$ cat src/rtl/elastic_pipeline_register_pkg.sv
// Shared types for the elastic pipeline register: state encoding and occupancy width.
package pipe_reg_pkg;

    typedef enum logic [1:0] {
        ST_EMPTY = 2'd0,
        ST_BUSY  = 2'd1,
        ST_FULL  = 2'd2
    } pipe_state_t;

    localparam int OCC_W = 2;

endpackage

$ cat src/rtl/elastic_pipeline_register_sat_counter.sv
// Saturating up-counter with increment enable; cleared only by the async reset.
module sat_counter #(
    parameter int CNT_W = 16
) (
    input  logic             clk,
    input  logic             reset,
    input  logic             inc_i,
    output logic [CNT_W-1:0] count_o
);

    logic [CNT_W-1:0] count_q;
    logic [CNT_W-1:0] count_d;

    always_comb begin
        count_d = count_q;
        if (inc_i && (count_q != '1)) begin
            count_d = count_q + 1'b1;
        end
    end

    always_ff @(posedge clk or posedge reset) begin
        if (reset) begin
            count_q <= '0;
        end else begin
            count_q <= count_d;
        end
    end

    assign count_o = count_q;

endmodule

$ cat src/rtl/elastic_pipeline_register.sv
// Flushable valid/ready pipeline register with a 2-entry skid buffer (main + skid).
// Optional stall/flush perf counters are enabled by defining PIPE_REG_PERF_EN.
module elastic_pipeline_register
    import pipe_reg_pkg::*;
#(
    parameter int DATA_W = 96,
`ifdef PIPE_REG_PERF_EN
    parameter bit CLEAR_ON_FLUSH = 1'b1,
    parameter int CNT_W = 16
`else
    parameter bit CLEAR_ON_FLUSH = 1'b1
`endif
) (
    input  logic              clk,
    input  logic              reset,
    input  logic              flush,
    input  logic              in_valid,
    output logic              in_ready,
    input  logic [DATA_W-1:0] in_data,
    output logic              out_valid,
    input  logic              out_ready,
    output logic [DATA_W-1:0] out_data,
    output logic              flush_pulse,
`ifdef PIPE_REG_PERF_EN
    output logic [OCC_W-1:0]  occupancy,
    output logic [CNT_W-1:0]  stall_cycles,
    output logic [CNT_W-1:0]  flush_count
`else
    output logic [OCC_W-1:0]  occupancy
`endif
);

    pipe_state_t       state_q, state_d;
    logic [DATA_W-1:0] main_q, main_d;
    logic [DATA_W-1:0] skid_q, skid_d;
    logic              flush_pulse_q;
    logic              in_fire, out_fire;

    // Handshake outputs decode purely from the state register: no comb path from out_ready.
    always_comb begin
        in_ready  = 1'b1;
        out_valid = 1'b0;
        occupancy = '0;
        unique case (state_q)
            ST_EMPTY: ;
            ST_BUSY: begin
                out_valid = 1'b1;
                occupancy = OCC_W'(1);
            end
            ST_FULL: begin
                in_ready  = 1'b0;
                out_valid = 1'b1;
                occupancy = OCC_W'(2);
            end
            default: ;
        endcase
    end

    assign in_fire  = in_valid & in_ready & ~reset;
    assign out_fire = out_valid & out_ready;

    always_comb begin
        state_d = state_q;
        main_d  = main_q;
        skid_d  = skid_q;
        unique case (state_q)
            ST_EMPTY: begin
                if (in_fire) begin
                    state_d = ST_BUSY;
                    main_d  = in_data;
                end
            end
            ST_BUSY: begin
                if (in_fire && out_fire) begin
                    main_d = in_data;
                end else if (in_fire) begin
                    state_d = ST_FULL;
                    skid_d  = in_data;
                end else if (out_fire) begin
                    state_d = ST_EMPTY;
                end
            end
            ST_FULL: begin
                if (out_fire) begin
                    state_d = ST_BUSY;
                    main_d  = skid_q;
                end
            end
            default: state_d = ST_EMPTY;
        endcase
        // Flush overrides any same-cycle acceptance; a same-cycle out_fire already completed.
        if (flush) begin
            state_d = ST_EMPTY;
            if (CLEAR_ON_FLUSH) begin
                main_d = '0;
                skid_d = '0;
            end
        end
    end

    always_ff @(posedge clk or posedge reset) begin
        if (reset) begin
            state_q       <= ST_EMPTY;
            main_q        <= '0;
            skid_q        <= '0;
            flush_pulse_q <= 1'b0;
        end else begin
            state_q       <= state_d;
            main_q        <= main_d;
            skid_q        <= skid_d;
            flush_pulse_q <= flush;
        end
    end

    assign out_data    = main_q;
    assign flush_pulse = flush_pulse_q;

`ifdef PIPE_REG_PERF_EN
    sat_counter #(.CNT_W(CNT_W)) u_stall_cnt (
        .clk     (clk),
        .reset   (reset),
        .inc_i   (out_valid & ~out_ready),
        .count_o (stall_cycles)
    );

    sat_counter #(.CNT_W(CNT_W)) u_flush_cnt (
        .clk     (clk),
        .reset   (reset),
        .inc_i   (flush),
        .count_o (flush_count)
    );
`else
`endif

endmodule

$ cat config.mk
export PLATFORM = sky130hd
export DESIGN_NAME = elastic_pipeline_register
export DESIGN_NICKNAME = d
export VERILOG_FILES = /design/src/rtl/elastic_pipeline_register_pkg.sv /design/src/rtl/elastic_pipeline_register_sat_counter.sv /design/src/rtl/elastic_pipeline_register.sv
export SDC_FILE = /design/constraint.sdc
export NUM_CORES = 1
export LEC_CHECK = 0
export ABC_AREA = 1
export BUFFER_PORTS_ARGS = -buffer_cell sky130_fd_sc_hd__buf_2
export CORE_MARGIN = 4
export CORE_UTILIZATION = 25
export CTS_CLUSTER_DIAMETER = 100
export DETAILED_ROUTE_END_ITERATION = 6
export SYNTH_ARGS = -nofsm -noshare
export SYNTH_HDL_FRONTEND = slang
export SYNTH_SLANG_ARGS = --single-unit
$ cat constraint.sdc
create_clock -name clk -period 14.75 [get_ports clk]
set_input_delay 0.7375 -clock clk [delete_from_list [all_inputs] [get_ports clk]]
set_output_delay 0.7375 -clock clk [all_outputs]
set_load 0.005 [all_outputs]
Word level (Yosys, flattened, before mapping)
Index checks and enable logic that the tools add are counted.
- input port bits: 101
- flip-flop bits (word level): 195
- reductions and logical operators: 9
- eq/ne operators: 8
- multiplexer cells: 18
- bitwise logic cells: 4
- operators by type and width (kind ; count):
    $mux W96 ; 7
    $pmux W96 S3 ; 1
    $mux W2 ; 6
    $ne A3 B3 Y1 const B ; 4
    $reduce_and A4 Y1 ; 2
    $pmux W2 S3 ; 1
    $ne A4 B4 Y1 const B ; 1
    $pmux W2 S2 ; 1
    $reduce_bool A2 Y1 ; 2
    $reduce_bool A4 Y1 ; 1
    $and A1 B1 Y1 ; 3
    $reduce_and A3 Y1 ; 1
    $eq A2 B1 Y1 const B ; 1
    $eq A2 B2 Y1 const B ; 1
    $logic_not A2 Y1 ; 1
    $mux W1 ; 2
    $ne A2 B2 Y1 const B ; 1
    $reduce_or A2 Y1 ; 1
    $logic_and A1 B1 Y1 ; 1
    $not A1 Y1 ; 1

Depth between registers and ports, before layout
Gate-level depths: netlist of the first run.
- depth in word-level cells: 9
- mapped depth: 13
- gate-level depth less buffers: 10

Worst setup path after synthesis of the first run
No wires, ideal clock.
- path type: input -> register
- from: input port reset
- to: register skid_q[65]
- path slack: 8.706 ns
- data arrival time: 5.914 ns
- library setup time: 0.130 ns
- cell stages on the path: 8
- path through: inv_1 nand3_4 nor2_4 nor2_2 buf_2 buf_2 nand2_1 o21ai_0
- longest elaborated chain between the ends: 5
- elaborated cells on any way between the ends: 6
- those cells by class: eq/ne: 1; bitwise: 2; reduce/logical: 3
- RTL lines (what ; RTL line ; text):
    start: declaration ; elastic_pipeline_register.sv:15 ; input logic reset,
    $not A1 Y1 * ; elastic_pipeline_register.sv:59 ; assign in_fire = in_valid & in_ready & ~reset;
    $and A1 B1 Y1 * ; elastic_pipeline_register.sv:59 ;
    $logic_and A1 B1 Y1 ; elastic_pipeline_register.sv:74 ; if (in_fire && out_fire) begin
    $ne A2 B2 Y1 (no line) ; - ;
    $reduce_and A3 Y1 (no line) * ; - ;
    end signal: assignment ; elastic_pipeline_register.sv:110 ; skid_q <= skid_d;
    end: declaration ; elastic_pipeline_register.sv:35 ; logic [DATA_W-1:0] skid_q, skid_d;
Mark *: on every way between the ends. The rest lies on a longest branch, timed or not.
A chain may end at the register's enable or synchronous reset.

Worst setup path in the final report of the first run
- from: register state_q[0]
- to: register main_q[75], in the netlist out_data[75]
- longest elaborated chain between the ends: 7
- elaborated cells on any way between the ends: 17
- those cells by class: eq/ne: 5; mux: 4; bitwise: 3; reduce/logical: 5
- RTL lines (what ; RTL line ; text):
    start: declaration ; elastic_pipeline_register.sv:33 ; pipe_state_t state_q, state_d;
    start signal: assignment ; elastic_pipeline_register.sv:108 ; state_q <= state_d;
    $eq A2 B2 Y1 / $eq A2 B1 Y1 (equally long branches) ; elastic_pipeline_register.sv:44, elastic_pipeline_register.sv:66 ;
    $mux W1 / $reduce_or A2 Y1 (equally long branches) ; - ;
    $and A1 B1 Y1 / $mux W1 (equally long branches) ; elastic_pipeline_register.sv:59, elastic_pipeline_register.sv:44 ;
    $and A1 B1 Y1 (on tied branches) ; elastic_pipeline_register.sv:59, elastic_pipeline_register.sv:60 ;
    $logic_and A1 B1 Y1 ; elastic_pipeline_register.sv:74 ;
    $ne A3 B3 Y1 (no line) ; - ;
    $reduce_and A4 Y1 (no line) ; - ;
    end signal: assignment ; elastic_pipeline_register.sv:109 ; main_q <= main_d;
    end: declaration ; elastic_pipeline_register.sv:34 ; logic [DATA_W-1:0] main_q, main_d;
Parallel ways exist; a longest one is shown, timed or not.

==> results by group, run 1 <==
Status
  – Status: finished clean

Timing
  – Layout Skew: 10.6 ps
  – Unrepaired setup endpoints after global routing: false
  – Max_slew headroom: 41.9%
  – Final Hold Fails: 0
  – Setup TNS: 0 ps
  – Max Freq: between 0.2 and 0.25 GHz
  – Final Max Tran Viols: 0
  – Worst-Margin Slew: 872 ps
  – Final setup vio count: 0
  – Tmin final: slightly above 4000 ps
  – Post-route clock period utilization: 28.1%

Routing
  – Initial DRT Pass Iterations: 5
  – Initial DRC count: 669
  – Routed WL per cell: between 15 and 20 um
  – Final ANT Viol Nets: 0
  – Routed vias: roughly 8400
  – Residual DRC: 0
  – Vias/cell: 4.76
  – Post-Route WL: 29100 um

Hold path
  – Hold Crit Class: primary input to asynchronous set/reset pin

Die
  – Core ar.: 35900 sq um
  – Num rows: 69
  – Die extent in x: approximately 200 um
  – Top-level I/O count: 202
  – DIE AREA: approximately 40000 sq um
  – Initial Util: around a quarter
  – Chip height: about 200 um

Clocking
  – Num CTS Buffers: 17
  – CTS sink count: 195
  – Post-CTS sizing: 0
  – Setup Fix Bufs, Post-CTS: 0
  – Max Buffers Root-to-Sink: 2
  – Clock root cell: clkbuf_16
  – Hold_buf cts: 0
  – CTS tree: yes
  – Htree depth: 4
  – Latest clock arrival within the worst-skew pair: around 450 ps
  – Worst-path clk slew: 80 ps

Layout
  – Area delta synth->final: 20.0%
  – Share of cells above drive strength 1: about 19%
  – Fin cells: 1774
  – Final net count: 1405
  – FILL cells: 3867
  – ANT cells: 0

Setup path
  – Worst setup SP type: flip-flop
  – Worst path max stage delay: 680 ps
  – Cell chain of the critical path: inv_1 -> ha_2 -> buf_4 -> inv_4 -> nand3_4 -> nand2_1 -> nand2_1 -> clkinv_2 -> nand3_4 -> buf_4 -> nand2_1 -> nand2_1
  – WP data arrival: 4530 ps
  – CP Depth: 12
  – CP bufs+invs: 5
  – CP dominant cell by count: nand2_1
  – Crit path capture type: flip-flop
  – Worst Reg-to-Reg Cells: 12
  – Slowest stage cell, crit path: nand3_4
  – Top delay family on crit path: buffers and inverters
  – WS Path Type: flip-flop to flip-flop
  – Peak fanout along the critical path: 65
  – Worst path required time: 15130 ps

Logic synthesis
  – Seq cells post-synth: 195
  – Avg Inst Size Synth: approximately 8 sq um
  – Synthesized cell area: 9170 sq um
  – Synth top area cells: dfrtp_1 (53%), nand2_1 (16%), nor2_1 (6.6%), nand4_1 (6.6%), o21ai_0 (5.3%)
  – Top cell type's share of synthesized area: 53.2%
  – Cell accounting for the most synthesized area: dfrtp_1
  – Sequential cell area fraction in the yosys report: 53.2%
  – Post-Syn Nets: 1269
  – YS warnings: 0
  – Post-synthesis cell type count: 22
  – Syn Inst Count: 1164

Global route
  – First-pass GRT wire length: 46400 um
  – Vias in the first global route: just over 8000
  – Pin count of the biggest net entering global routing: 91
  – GRT Total Usage: between 10% and 20%
  – Gr ovfl total: 0
  – Antenna violations before repair: 0

Power and ir drop
  – Max VDD drop: 0.0806 mV
  – Power after layout: ~1800 uW
  – Power Dens Cells: 162 nW/um^2
  – Leak pwr: 0.00611 uW

Place
  – Routability cong.: 0.754
  – PortBufs: about 200
  – Post-DP HPWL: between 15000 and 20000 um
  – DP Cell Count: roughly 1700

Run
  – Max cap viols: 0
[layout make-up]
class | count | area [sq um] | area share [%]
flip-flops and latches | 195 | 4880 | 44.3
multi-input cells | 862 | 3820 | 34.7
repair buffers | 214 | 1100 | 10.0
well taps | 461 | 577 | 5.24
clock buffers | 18 | 429 | 3.90
clock inverters | 14 | 144 | 1.31
inverters | 10 | 51.3 | 0.466
[Yosys cell counts]
master	number
a21oi_1	35
inv_1	7
nor2_2	1
dfrtp_1	195
nand2_2	1
nor2_4	1
nor2_1	161
nand3_4	1
nand4_1	96
buf_2	40
clkbuf_1	50
nand2_1	398
ha_1	4
buf_6	5
inv_4	1
inv_2	2
nand3_2	1
nand3_1	65
o21ai_0	97
buf_1	1
nor3b_1	1
buf_4	1
[sequential cells by signal (all words and copies together), names as in the netlist]
name,cells
out_data,96
skid_q,96
state_q,2
flush_pulse,1
[cells in the final DEF (no fill, tap or decap), types with 2 or more instances in the layout]
| cell | instances |
|---|---|
| inv_1 | 6 |
| inv_6 | 3 |
| dfrtp_1 | 195 |
| clkinv_2 | 3 |
| inv_4 | 2 |
| clkinv_4 | 2 |
| nand4_1 | 96 |
| nand2_4 | 2 |
| ha_1 | 3 |
| nor2_4 | 2 |
| buf_2 | 201 |
| clkinvlp_4 | 2 |
| nand3_1 | 65 |
| o21ai_0 | 97 |
| inv_8 | 5 |
| clkbuf_16 | 17 |
| nand2_1 | 397 |
| nand3_4 | 2 |
| a21oi_1 | 35 |
| buf_4 | 13 |
| nor2_1 | 161 |
[routing by layer]
layer | wire (um) | GRT usage, %
met1 | 14500 | 21.6
met2 | 12800 | 22.0
met3 | 1490 | 2.93
met4 | 282 | 3.60
met5 | 0 | 0
[kinds of logic after synthesis]
family | share of synthesized area [%]
buf+inv | 5.40
fa+ha+maj | 0.546
simple gates | 33.6
flops | 53.2
compound gates | 7.21
[report_power, final]
| group | switching (uW) | internal [uW] |
|---|---|---|
| Sequential | 85.7 | 679 |
| Clock | 232 | 239 |
| Combinational | 355 | 188 |
| Total | 673 | 1110 |
[worst register-to-register path, stage by stage (launching register included)]
cell,delay (ps)
dfrtp_1,420
inv_1,100
ha_2,160
buf_4,550
inv_4,410
nand3_4,210
nand2_1,60
nand2_1,70
clkinv_2,500
nand3_4,710
buf_4,600
nand2_1,180
nand2_1,100
[path summary, 6_finish.rpt]
kind / slack, ps / end / start
max: 10610 / out_data[75] / state_q[0]
max reg2reg: 10610 / out_data[75] / state_q[0]
min reg2reg: 470 / out_data[78] / out_data[78]
max in group asynchronous: 13050 / out_data[57] / reset
min: 390 / out_data[43] / reset
min in group clk: 470 / out_data[78] / out_data[78]
[through the flow]
step	hold WS, ps	setup WS (ps)	area (sq um)	utilization (%)
floorplan	443	8630	9170	-
CTS	394	10570	11000	30.6
detailed placement	457	10580	10400	29.0
global placement	453	10710	10400	29.0
finish	393	10610	11000	30.6
global route	419	10160	11000	30.6
(Power assumes the default switching activity.)
==> run 2, diff against run 1 <==
clock period = 4.1 ns   (was 14.75 ns; I/O delays follow)
==> run 2 against run 1 <==
  * Via count rose by 2.4%
  * Global-route usage increased by 0.12 points
  * Total power increased to 3.6 times the previous value
  * Sequential share of layout area decreased by 1.8 points
  * Clock skew up 1.3 ps
  * Utilization increased by 1.3 points
  * Clock power rose to 3.6 times the previous value
  * Critical endpoint is now out_data[76]
  * Largest cell class unchanged
  * Largest power group unchanged
==> results by group, run 2 (synthesis gave the netlist of run 1 again) <==
Status
  – Status: finished clean

Layout
  – ANT cells: 0 (unchanged)
  – Most frequent cells in the layout: nand2_1 (397), buf_2 (201), dfrtp_1 (195), nor2_1 (161), nand4_1 (96)
  – Commonest non-fill, non-tap cell in the layout: nand2_1
  – Final net count: 1451 (+3.3%)
  – Share of cells above drive strength 1: 19.1% (-0.44 points)
  – Area delta synth->final: 25.1%
  – Fin area: 11500 sq um (+4.2%)

Routing
  – Residual DRC: 0 (unchanged)
  – Routed WL per cell: 15.9 um (-2.9%)
  – Initial DRT Pass Iterations: 5 (unchanged)
  – Initial DRC count: 563 (-16%)
  – Final ANT Viol Nets: 0 (unchanged)
  – Post-Route WL: 29000 um (-0.35%)
  – Routed vias: 8650 (+2.4%)
  – Vias/cell: 4.75 (-0.17%)

Clocking
  – Max Buffers Root-to-Sink: 2 (unchanged)
  – Clock root cell: clkbuf_16
  – Setup Fix Bufs, Post-CTS: 0 (unchanged)
  – Latest clock arrival within the worst-skew pair: 440 ps (about the same)
  – Worst-path clk slew: 80 ps (about the same)
  – CTS tree: yes
  – Num CTS Buffers: 17 (unchanged)
  – CTS sink count: 195 (unchanged)
  – Htree depth: 4 (unchanged)

Power and ir drop
  – Power after layout: 6450 uW (+260%)
  – Power Dens Cells: 562 nW/um^2 (+250%)
  – Max VDD drop: 0.307 mV (+280%)
  – Leak pwr: 0.00630 uW (+3.1%)

Setup path
  – R2R Path Start: state_q[0]
  – Worst path required time: 4480 ps (-10650 ps)
  – Crit path capture type: flip-flop
  – Register-to-Register Setup Slack: 1140 ps (-9470 ps)
  – Peak fanout along the critical path: 67 (+3.1%)
  – WS Path Type: primary input to flip-flop
  – Reg-to-reg critical path endpoint: out_data[76]
  – Worst setup SP type: primary input
  – WP data arrival: 3380 ps (-1150 ps)
  – Worst Reg-to-Reg Cells: 10 (-2)

Place
  – Placement-stage cell area: 10500 sq um (+0.23%)
  – Routability cong.: 0.780 (+3.5%)
  – Pre-CTS WS: 1080 ps (-9500 ps)
  – Post-DP HPWL: 17800 um (-1.9%)
  – PortBufs: 201 (unchanged)

Hold path
  – Hold path start: in_data[5]
  – Hold Crit Class: primary input to flip-flop
  – Hold Crit Depth: 3
  – Hold EP: skid_q[5]

Timing
  – Final worst setup slack: 1100 ps (-9500 ps)
  – Final Max Tran Viols: 0 (unchanged)
  – Max_slew headroom: 17.5% (-24 points)
  – Unrepaired setup endpoints after global routing: false
  – Post-route clock period utilization: 73.1%
  – Max Freq: 0.334 GHz
  – Tmin final: approximately 3000 ps
  – Final setup vio count: 0 (unchanged)
  – Final Hold Fails: 0 (unchanged)
  – Layout Skew: 11.9 ps (+1.26 ps)
  – Worst-Margin Slew: 1240 ps (+366 ps)

Die
  – Chip height: 200 um (unchanged)
  – Die extent in x: 200 um (unchanged)
  – DIE AREA: 39800 sq um (unchanged)
  – Initial Util: 25.5% (unchanged)
  – Top-level I/O count: 202 (unchanged)
  – Num rows: 69 (unchanged)
  – Core ar.: 35900 sq um (unchanged)

Global route
  – Antenna violations before repair: 0 (unchanged)
  – Pin count of the biggest net entering global routing: 97 (+6.6%)
  – GRT Total Usage: 14.7% (+0.12 points)
  – Vias in the first global route: 8633 (+5.9%)
  – Gr ovfl total: 0 (unchanged)
  – First-pass GRT wire length: 47300 um (+1.8%)

Run
  – Max cap viols: 0 (unchanged)
-- run 2: through the flow --
step | hold WS, ps | instances | TNS, ps | util (%)
after floorplan | 236 | 1164 | -10830 | -
after global placement | 426 | 1744 | 0 | 29.1
after detailed placement | 428 | 1744 | 0 | 29.1
after CTS | 1.84 | 1820 | 0 | 31.9
after global routing | 16.4 | 1820 | 0 | 31.9
final | 34.6 | 1820 | 0 | 31.9
-- run 2: power by group --
group	total (uW)	leakage, uW	internal [uW]	switching (uW)
Clock	1690	0.000276	859	833
Combinational	2020	0.00343	718	1300
Sequential	2740	0.00259	2440	297
-- run 2: how the worst max path moves through the flow --
stage / from / endpoint / slack (ps) / cells after the start
detailed placement: state_q[0] / out_data[76] / 1080 / 10
finish: flush / out_data[76] / 1100 / 10
global placement: flush / out_data[85] / 1240 / 9
global route: flush / out_data[76] / 780 / 10
floorplan: reset / out_data[0] / -110 / 10
CTS: flush / out_data[76] / 1050 / 10
-- run 2: per-layer routing --
layer,up-vias,GRT usage [%],wire length (um)
met5,-,0,0
met4,0,3.37,235
met3,16,3.47,1780
met2,266,22.6,13100
met1,4176,21.2,13800
li1,4192,-,-
-- run 2: repair_timing --
| action | in CTS | in global routing |
|---|---|---|
| resized for setup | 0 | 0 |
| hold buffers | 44 | 0 |
| hold endpoints to repair | 44 | 0 |
-- run 2: final cells by class --
type | count | area [sq um]
sequential | 195 | 4880
multi-input combinational | 862 | 3820
clock buffer | 17 | 425
timing repair buffer | 260 | 1570
clock inverter | 15 | 149
fill | 3798 | 24400
inverter | 10 | 47.5
tap | 461 | 577
-- run 2: worst max-delay path: stages --
cell and delay, ps:
dlygate4sd3_1 550, buf_2 180, inv_4 450, nand3_1 150, nand2_1 120, clkinv_2 460, nand3_4 640, buf_4 400
nand2_1 120, nand2_1 70
==> run 3, diff against run 2 <==
ABC_AREA = 0   (was 1)
clock period = 3.04 ns   (was 4.1 ns; I/O delays follow)
==> run 3 against run 2 <==
  * Combinational power rose by 41%
  * Register-to-register slack lost 610 ps
  * First-iteration DRC count decreased by 30%
  * Non-clock buffer count increased by 51
  * Clock power is 41% higher
  * Critical path depth fell by 3
  * Die area is 1.2% lower
  * Largest cell class unchanged
  * Cell count decreased by 12%
  * Routed wire length is 7.1% lower
==> results by group, run 3 <==
Layout
  – Share of cells above drive strength 1: 25.7% (+6.6 points)
  – Fin area: 12100 sq um (+5.5%)
  – Commonest non-fill, non-tap cell in the layout: buf_2
  – Fin cells: 1603 (-12%)
  – ANT cells: 0 (unchanged)
  – Most frequent cells in the layout: buf_2 (200), dfrtp_1 (195), nand2_1 (194), dlygate4sd3_1 (97)
  – Fin util: 33.9% (+2.0 points)
  – Final net count: 1234 (-15%)
  – Area delta synth->final: 33.6%

Logic synthesis
  – Post-Syn Nets: 989 (-22%)
  – Most common cell in the netlist: dfrtp_1
  – Synth top area cells: dfrtp_1 (54%), mux2i_1 (11%), nand2_1 (8.0%), a211oi_2 (5.5%), a21oi_1 (5.3%)
  – Post-synthesis cell type count: 29 (+32%)
  – Top cell type's share of synthesized area: 53.9% (+0.66 points)
  – Main synth FF type: dfrtp_1
  – Ys async rst share: 100% (unchanged)
  – Seq cells post-synth: 195 (unchanged)
  – Synthesized cell area: 9060 sq um (-1.2%)
  – Avg Inst Size Synth: 10.2 sq um (+30%)
  – Syn Inst Count: 884 (-24%)
  – Cell accounting for the most synthesized area: dfrtp_1
  – YS warnings: 0 (unchanged)
  – Most instantiated cells after synthesis: dfrtp_1 (195), nand2_1 (194), a21oi_1 (96), mux2i_1 (96), nor3_1 (96)
  – Sequential cell area fraction in the yosys report: 53.9% (+0.66 points)
  – EDFF count, synth: 0 (unchanged)

Die
  – Top-level I/O count: 202 (unchanged)
  – Core ar.: 35700 sq um (-0.72%)
  – Initial Util: 25.4% (-0.13 points)
  – Chip height: 198 um (-0.59%)
  – Num rows: 69 (unchanged)
  – DIE AREA: 39300 sq um (-1.2%)
  – Die extent in x: 198 um (-0.59%)

Routing
  – Final ANT Viol Nets: 0 (unchanged)
  – Residual DRC: 0 (unchanged)
  – Routed WL per cell: 16.8 um (+5.5%)
  – Routed vias: 7584 (-12%)
  – Post-Route WL: 26900 um (-7.1%)
  – Initial DRT Pass Iterations: 5 (unchanged)
  – Vias/cell: 4.73 (-0.45%)
  – Initial DRC count: 392 (-30%)

Global route
  – Vias in the first global route: 7855 (-9.0%)
  – Gr ovfl total: 0 (unchanged)
  – First-pass GRT wire length: 43000 um (-9.0%)
  – GRT Total Usage: 13.6% (-1.1 points)
  – Pin count of the biggest net entering global routing: 105 (+8.2%)
  – Antenna violations before repair: 2 (+2)

Timing
  – Final Hold Fails: 0 (unchanged)
  – Unrepaired setup endpoints after global routing: false
  – Max_slew headroom: 22.8% (+5.3 points)
  – Final worst setup slack: 527 ps (-574 ps)
  – Final Max Tran Viols: 0 (unchanged)
  – Final setup vio count: 0 (unchanged)
  – Tmin final: 2510 ps
  – Max Freq: ~0.4 GHz
  – Setup TNS: 0 ps (unchanged)
  – Worst-Margin Slew: 1160 ps (-79.0 ps)
  – Layout Skew: 10.8 ps (-1.13 ps)
  – Post-route clock period utilization: 82.7%

Clocking
  – Latest clock arrival within the worst-skew pair: 430 ps (about the same)
  – CTS tree: yes
  – CTS sink count: 195 (unchanged)
  – Post-CTS sizing: 0 (unchanged)
  – Num CTS Buffers: 17 (unchanged)
  – Htree depth: 4 (unchanged)
  – Max Buffers Root-to-Sink: 2 (unchanged)
  – Worst-path clk slew: 70 ps (about the same)
  – Hold_buf cts: 97 (+120%)
  – Clock root cell: clkbuf_16
  – Setup Fix Bufs, Post-CTS: 0 (unchanged)

Hold path
  – Hold Crit Depth: 2 (-1)
  – Hold EP: skid_q[68]
  – Hold Crit Class: primary input to flip-flop
  – Hold path start: flush

Run
  – Max cap viols: 0 (unchanged)

Setup path
  – Reg-to-reg critical path endpoint: skid_q[17]
  – R2R Path Start: state_q[0]
  – CP dominant cell by count: nand2_1
  – Top delay family on crit path: buffers and inverters
  – Slowest stage cell, crit path: buf_4
  – CP Launch Point: state_q[0]
  – Register-to-Register Setup Slack: 530 ps (-610 ps)
  – Cell chain of the critical path: inv_1 -> ha_1 -> nand2_1 -> nand3_4 -> buf_4 -> nand2_1 -> a21oi_1
  – Worst path max stage delay: 890 ps (+250 ps)
  – Peak fanout along the critical path: 97 (+45%)
  – Worst path required time: 3380 ps (-1100 ps)
  – Worst Reg-to-Reg Cells: 7 (-3)
  – CP bufs+invs: 2 (-3)
  – Worst setup SP type: flip-flop
  – Crit path capture type: flip-flop
  – WS Path Type: flip-flop to flip-flop
  – WP data arrival: 2860 ps (-520 ps)

Place
  – DP Cell Count: 1474 (-15%)
  – Pre-CTS WS: 516 ps (-569 ps)
  – Post-DP HPWL: 15500 um (-13%)
  – Placement-stage cell area: 10500 sq um (+0.59%)
  – PortBufs: 201 (unchanged)
  – Routability cong.: 0.714 (-8.5%)

Power and ir drop
  – Leak pwr: 0.00507 uW (-19%)
  – Sequential share of power: 39.5% (-3.0 points)
  – Comb pwr share: 32.9% (+1.6 points)
  – Int Pwr: 5700 uW (+42%)
  – Switching share of power: 34.1% (-3.6 points)
  – Max VDD drop: 0.379 mV (+24%)
  – Net Switching: 2950 uW (+21%)
  – Power Dens Cells: 714 nW/um^2 (+27%)
  – Clock power frac: 27.6% (+1.4 points)

Status
  – Status: finished clean
-- run 3: final cells by class --
type                            instances  area, sq um
Clock buffer                           22          464
Tap cell                              461          577
Inverter                                5         22.5
Sequential cell                       195         4880
Multi-Input combinational cell        599         3820
Fill cell                            3617        23600
Timing Repair Buffer                  311         2190
Clock inverter                         10          149
-- run 3: cell families after synthesis --
logic type / share of synthesized area (%)
adders and majority gates: 0.553
xor gates and xnor gates: 0.0967
DFF: 53.9
AOI/OAI and AO/OA: 16.1
and+or+nand+nor: 14.1
buffers and inverters: 4.52
muxes: 10.7
-- run 3: per-layer routing --
| metal | track usage, % | up-vias | share of wire [%] |
|---|---|---|---|
| li1 | - | 3599 | - |
| met1 | 18.0 | 3726 | 45 |
| met2 | 22.1 | 240 | 47 |
| met3 | 3.81 | 17 | 7.0 |
| met4 | 3.34 | 2 | 1.0 |
| met5 | 0 | - | 0.048 |
-- run 3: power groups by stage --
| stage | Sequential (uW) | Clock, uW | Combinational, uW |
|---|---|---|---|
| 6_report | 3410 | 2390 | 2840 |
| 5_1_grt | 3480 | 2590 | 3140 |
| 4_1_cts | 3410 | 2500 | 2880 |
| 3_5_place_dp | 3460 | 0 | 2780 |
| 3_3_place_gp | 3450 | 0 | 2740 |
| 2_1_floorplan | 3450 | 0 | 1730 |
-- run 3: worst max path at each step --
stage / to / slack [ps] / cells after the start
2_1_floorplan: flush_pulse / 370 / 1
3_3_place_gp: skid_q[52] / 560 / 7
3_5_place_dp: skid_q[17] / 520 / 7
4_1_cts: skid_q[17] / 480 / 7
5_1_grt: skid_q[55] / 270 / 7
6_report: skid_q[17] / 530 / 7
-- run 3: stage by stage --
| step | hold WS [ps] | power, uW |
|---|---|---|
| floorplan | 183 | 5180 |
| global placement | 402 | 6190 |
| detailed placement | 406 | 6240 |
| CTS | 191 | 8800 |
| global route | 216 | 9210 |
| finish | 259 | 8640 |
-- run 3: worst register-to-register path: stages (launching register included) --
cell and delay [ps]:
dfrtp_1 400, inv_1 100, ha_1 330, nand2_1 210
nand3_4 150, buf_4 890, nand2_1 170, a21oi_1 190
